--- src/rtl/facto_regif.sv ---
// facto_regif: bus-slave register file for the factorial accelerator.
// Seven address windows hold the START, CLEAR, DONE, INTREN, OPERAND,
// RESULT_H and RESULT_L registers. The block also produces the start and
// clear pulses for the core, tracks busy/done, and raises the interrupt.
module facto_regif #(
   parameter int                DATA_W    = 64,
   parameter int                ADDR_W    = 8,
   parameter int                WIN_SHIFT = 3,
   parameter logic [ADDR_W-1:0] BASE      = '0
) (
   input  logic                clk,
   input  logic                reset_n,
   input  logic                s_sel,
   input  logic                s_wr,
   input  logic [ADDR_W-1:0]   s_addr,
   input  logic [DATA_W-1:0]   s_din,
   output logic [DATA_W-1:0]   s_dout,
   output logic                op_start,
   output logic                op_clear,
   output logic [DATA_W-1:0]   operand,
   input  logic                done_i,
   input  logic [2*DATA_W-1:0] result_i,
   output logic                busy,
   output logic                interrupt
);

   // Window indices after subtracting BASE and dropping the in-window byte bits
   localparam logic [ADDR_W-1:0] IDX_START   = ADDR_W'(0);
   localparam logic [ADDR_W-1:0] IDX_CLEAR   = ADDR_W'(1);
   localparam logic [ADDR_W-1:0] IDX_DONE    = ADDR_W'(2);
   localparam logic [ADDR_W-1:0] IDX_INTREN  = ADDR_W'(3);
   localparam logic [ADDR_W-1:0] IDX_OPERAND = ADDR_W'(4);
   localparam logic [ADDR_W-1:0] IDX_RES_H   = ADDR_W'(5);
   localparam logic [ADDR_W-1:0] IDX_RES_L   = ADDR_W'(6);

   logic              r_busy;
   logic              r_done;
   logic              r_intren;
   logic              r_start;
   logic              r_clear;
   logic [DATA_W-1:0] r_operand;
   logic [DATA_W-1:0] r_res_h;
   logic [DATA_W-1:0] r_res_l;
   logic [DATA_W-1:0] r_dout;

   logic [ADDR_W:0]   w_diff;
   logic [ADDR_W-1:0] w_idx;
   logic              w_valid;
   logic              w_wr;
   logic              w_start;
   logic              w_clear;
   logic              w_complete;
   logic              w_operand_wr;
   logic              w_intren_wr;
   logic [DATA_W-1:0] w_rdata;

   // The extra top bit of the subtraction is the borrow, set when s_addr < BASE
   assign w_diff  = {1'b0, s_addr} - {1'b0, BASE};
   assign w_idx   = w_diff[ADDR_W-1:0] >> WIN_SHIFT;
   assign w_valid = ~w_diff[ADDR_W] && (w_idx <= IDX_RES_L);

   assign w_wr         = s_sel && s_wr && w_valid;
   assign w_start      = w_wr && (w_idx == IDX_START) && s_din[0] && !r_busy;
   assign w_clear      = w_wr && (w_idx == IDX_CLEAR) && s_din[0];
   // A clear in the same cycle wins over completion, so nothing is captured
   assign w_complete   = done_i && r_busy && !w_clear;
   assign w_operand_wr = w_wr && (w_idx == IDX_OPERAND) && !r_busy;
   assign w_intren_wr  = w_wr && (w_idx == IDX_INTREN);

   // Read-data mux over the current register values
   always_comb begin
      // NOTE: default assigned first so every path drives w_rdata and no latch is inferred
      w_rdata = '0;
      if (s_sel && !s_wr && w_valid) begin
         case (w_idx)
            IDX_DONE:    w_rdata[1:0] = {r_busy, r_done};
            IDX_INTREN:  w_rdata[0]   = r_intren;
            IDX_OPERAND: w_rdata      = r_operand;
            IDX_RES_H:   w_rdata      = r_res_h;
            IDX_RES_L:   w_rdata      = r_res_l;
            default:     w_rdata      = '0;
         endcase
      end
   end

   // Operation control: busy/done tracking and the one-cycle core pulses
   always_ff @(posedge clk or negedge reset_n) begin
      if (!reset_n) begin
         // NOTE: non-blocking assignments keep every register sampling pre-edge values
         r_busy  <= 1'b0;
         r_done  <= 1'b0;
         r_start <= 1'b0;
         r_clear <= 1'b0;
      end else begin
         r_start <= w_start;
         r_clear <= w_clear;
         if (w_clear) begin
            r_busy <= 1'b0;
            r_done <= 1'b0;
         end else if (w_start) begin
            r_busy <= 1'b1;
            r_done <= 1'b0;
         end else if (w_complete) begin
            r_busy <= 1'b0;
            r_done <= 1'b1;
         end
      end
   end

   // Data registers: operand, interrupt enable, captured result, read data
   always_ff @(posedge clk or negedge reset_n) begin
      if (!reset_n) begin
         r_operand <= '0;
         r_intren  <= 1'b0;
         r_res_h   <= '0;
         r_res_l   <= '0;
         r_dout    <= '0;
      end else begin
         r_dout <= w_rdata;
         if (w_operand_wr) r_operand <= s_din;
         if (w_intren_wr)  r_intren  <= s_din[0];
         if (w_clear) begin
            r_res_h <= '0;
            r_res_l <= '0;
         end else if (w_complete) begin
            r_res_h <= result_i[2*DATA_W-1:DATA_W];
            r_res_l <= result_i[DATA_W-1:0];
         end
      end
   end

   assign s_dout    = r_dout;
   assign op_start  = r_start;
   assign op_clear  = r_clear;
   assign operand   = r_operand;
   assign busy      = r_busy;
   assign interrupt = r_done & r_intren;

endmodule

--- config.mk ---
export PLATFORM = sky130hd
export DESIGN_NAME = facto_regif
export DESIGN_NICKNAME = d
export VERILOG_FILES = /design/src/rtl/facto_regif.sv
export SDC_FILE = /design/constraint.sdc
export NUM_CORES = 1
export LEC_CHECK = 0
export ABC_AREA = 0
export CAP_MARGIN = 10
export CORE_UTILIZATION = 44
export CTS_BUF_LIST = sky130_fd_sc_hd__clkbuf_4 sky130_fd_sc_hd__clkbuf_8
export CTS_CLUSTER_DIAMETER = 60
export DETAILED_ROUTE_END_ITERATION = 16
export HOLD_SLACK_MARGIN = 0.06
export PLACE_DENSITY = 0.79
export SYNTH_ARGS = -nofsm -noshare
export SYNTH_HDL_FRONTEND = slang
export SYNTH_SLANG_ARGS = --single-unit
--- constraint.sdc ---
create_clock -name clk -period 1.6 [get_ports clk]
set_input_delay 0.4 -clock clk [delete_from_list [all_inputs] [get_ports clk]]
set_output_delay 0.4 -clock clk [all_outputs]
set_load 0.005 [all_outputs]
==> results.json <==
{
  "fill_cells": 1744,
  "finalMaxSlewViolations": 0,
  "cp_slowest_cell": "or4_4",
  "worst_setup_path_end_kind": "register",
  "synthCells": 1072,
  "drt_wl_total_microns": 35900,
  "setup_viol": 193,
  "ys_ff_latch": 261,
  "cts_root_buffer": "clkbuf_8",
  "first_pass_iters": 5,
  "yosysWarnings": 0,
  "final_net_count": 1730,
  "max_freq_mhz": 508,
  "yosys.area.top_type": "dfrtp_1",
  "worst_pin_slew_ns": 0.791,
  "postSynthAreaPerCell_sq_um": 10.3,
  "die_area_sq_um": 25800,
  "cp_data_arrival_time_ns": 2.37,
  "drtIter0Drc": 695,
  "antenna_left": 0,
  "syn_area_sq_um": 11100,
  "cts.sinks": 261,
  "rsz0062_at_grt": "yes",
  "cp_max_fo": 9,
  "cts_buffer_depth": 3,
  "dpl.hpwl_microns": 21900,
  "hold_ws_ns": 0.260,
  "route.met2.wl_microns": 17500,
  "drv_cap": 0,
  "seq_area_frac_synth_pct": 58.9,
  "die_height_microns": 161,
  "critPathBufInv": 4,
  "wl_met1_microns": 14300,
  "p_per_area_nw_per_um2": 1140,
  "yosys-top-cells-area": "dfrtp_1 59%, nand2_1 8.8%, a21oi_1 8.6%",
  "gp_congestion": 0.830,
  "track_usage_pct": 27.8,
  "drt-vias-per-instance": 5.26,
  "clk_pin_slew_ns": 0.06,
  "drcViolationCount": 0,
  "n_antenna_cell": 0,
  "finClkSkew_ns": 0.0185,
  "worstSkewPairLatency_ns": 0.53,
  "setup_tns_ns": -25.82,
  "core_sq_um": 24500,
  "grt_pass1_wl_microns": 56000,
  "startpoint_type": "input pin",
  "path_cells": "buf_6 -> or4b_4 -> or4_4 -> buf_12 -> buf_6 -> buf_16 -> mux2_4",
  "syn2layout_area_growth_pct": 52.5,
  "grt_pass1_vias": 10313,
  "syn-num-nets": 1277,
  "cts_tree": "yes",
  "hold_violations": 0,
  "grt-ovfl-total": 0,
  "register_area_sq_um": 6530,
  "grt_max_degree": 77,
  "cp.required_ns": 2.00,
  "cts_inserted_buffers": 44,
  "fin_crit_ns": 1.97,
  "status": "finished, violations left",
  "highest_layer": "met4",
  "htree_levels": 2,
  "critPathTopFamily": "simple AND/OR/NAND/NOR gates",
  "yosysUniqueCellTypes": 31,
  "wl_met3_microns": 2920,
  "initial_core_util_pct": 45.2,
  "slew-limit-headroom_pct": 47.3,
  "worstSetupPathType": "input pin to register",
  "crit_top_cell": "buf_6",
  "timing.final.ws_setup_ns": -0.368,
  "cpPeakStageDelay_ns": 0.58,
  "portBuffers": 333,
  "violations": "negative setup slack",
  "p_leak_nw": 8.20,
  "floorplan.rows": 57,
  "synth_top_area_share_pct": 58.9,
  "ir_drop_uv": 588,
  "min-delay-path-class": "input pin to register",
  "multiInputGateArea_sq_um": 4210,
  "fin_crit_sh_pct": 123,
  "vias": 9864,
  "drive_gt1_share_pct": 20.3,
  "antenna_found_initial": 0,
  "post_drt_wl_per_cell_microns": 19.1,
  "die_w_microns": 161,
  "io_pins": 337
}
-- worst min-delay path, cell delays in order --
cell and delay, ns:
buf_2 0.09, buf_4 0.15, a311oi_1 0.10
-- placed cells by master (no fill, tap or decap), types with 2 or more instances in the layout --
master,instances
dfrtp_1,261
nand2_1,258
clkdlybuf4s50_1,193
a21oi_1,190
nor2_1,128
buf_4,117
clkdlybuf4s15_1,89
mux2i_1,65
mux2_4,60
clkbuf_8,51
dlygate4sd2_1,34
buf_12,25
clkbuf_4,21
clkbuf_2,8
buf_16,7
buf_6,7
mux2_2,5
and2_4,3
buf_2,3
nor4b_1,2
o21ai_0,2
inv_1,2
nor3_1,2
-- flip-flops by register name, indices dropped and copies added, names as in the netlist --
register	cells
r_res_l	64
r_intren	1
s_dout	64
operand	64
op_start	1
r_done	1
op_clear	1
r_res_h	64
busy	1
-- what timing repair did --
action                                  in CTS  in global routing
endpoints found under the setup margin     392                243
endpoints found under the hold margin      182                  0
pin swaps                                    4                  1
setup buffers                               71                 10
hold buffers                                 1                  0
cloned                                       7                  1
gates resized for setup                    236                 54
-- synthesized netlist by cell type --
master / n
nor3b_1: 1
o21ai_0: 2
nor2_1: 128
and3b_1: 1
dfrtp_1: 261
or4_1: 1
mux2i_1: 65
a211oi_1: 1
nor2b_1: 1
buf_2: 11
clkbuf_1: 54
a21oi_1: 190
mux2_2: 5
inv_1: 2
buf_6: 6
and4b_1: 1
mux2_4: 60
nor3_1: 2
nand2_1: 259
a211o_1: 1
and2_1: 3
a311oi_1: 1
nand4bb_1: 1
or4b_1: 1
nand2b_1: 1
buf_1: 6
nor4b_1: 2
nand3_1: 1
buf_4: 2
a41oi_1: 1
o32ai_1: 1
-- cell type report --
| type | count | share of cell area (%) |
|---|---|---|
| flip-flops and latches | 261 | 38.6 |
| well taps | 324 | 2.40 |
| repair buffers | 486 | 28.8 |
| clock inverters | 2 | 0.0740 |
| inverters | 2 | 0.0444 |
| multi-input cells | 730 | 24.9 |
| clock buffers | 72 | 5.09 |
-- report_power, final --
part	internal [W]	switching [W]	total, W
registers	0.00829	0.000950	0.00924
clock network	0.00336	0.00261	0.00597
logic	0.00218	0.00189	0.00406
total	0.0138	0.00544	0.0193
-- path summary, 6_finish.rpt --
check / start / end / slack, ns / cells past startpoint
max reg2reg: busy / operand[46] / -0.25 / 6
min: s_addr[5] / s_dout[0] / 0.26 / 3
min in group asynchronous: reset_n / s_dout[18] / 0.32 / 2
max in group asynchronous: reset_n / s_dout[51] / 0.59 / 3
max: s_addr[4] / operand[46] / -0.37 / 7
min reg2reg: r_res_l[19] / s_dout[19] / 0.51 / 2
-- cells by family (layout without fill, tap and decap cells) --
group | Yosys count | after routing | share of synthesized area (%)
flip-flops | 261 | 261 | 58.9
AND/OR/NAND/NOR | 403 | 403 | 14.2
buffers and inverters | 81 | 562 | 3.34
multiplexers | 130 | 130 | 14.5
AO/OA/AOI/OAI | 197 | 197 | 9.05
-- stage by stage --
stage / worst slack, ns / area (sq um) / utilization [%] / total power (W) / std cells
2_1_floorplan: -0.471 / 11100 / - / 0.0114 / 1072
3_3_place_gp: -1.12 / 15200 / 62.2 / 0.0129 / 1715
3_5_place_dp: -1.15 / 15200 / 62.2 / 0.0132 / 1715
4_1_cts: -0.315 / 16800 / 68.5 / 0.0193 / 1868
5_1_grt: -0.356 / 16900 / 68.9 / 0.0204 / 1877
6_report: -0.368 / 16900 / 68.9 / 0.0193 / 1877
-- layer usage --
| metal | vias to the layer above | global-route usage, % |
|---|---|---|
| met5 | - | 0 |
| met3 | 84 | 5.94 |
| li1 | 4454 | - |
| met1 | 4830 | 35.5 |
| met2 | 496 | 46.6 |
| met4 | 0 | 10.2 |
Note: power is estimated with default switching activity, not from simulation.
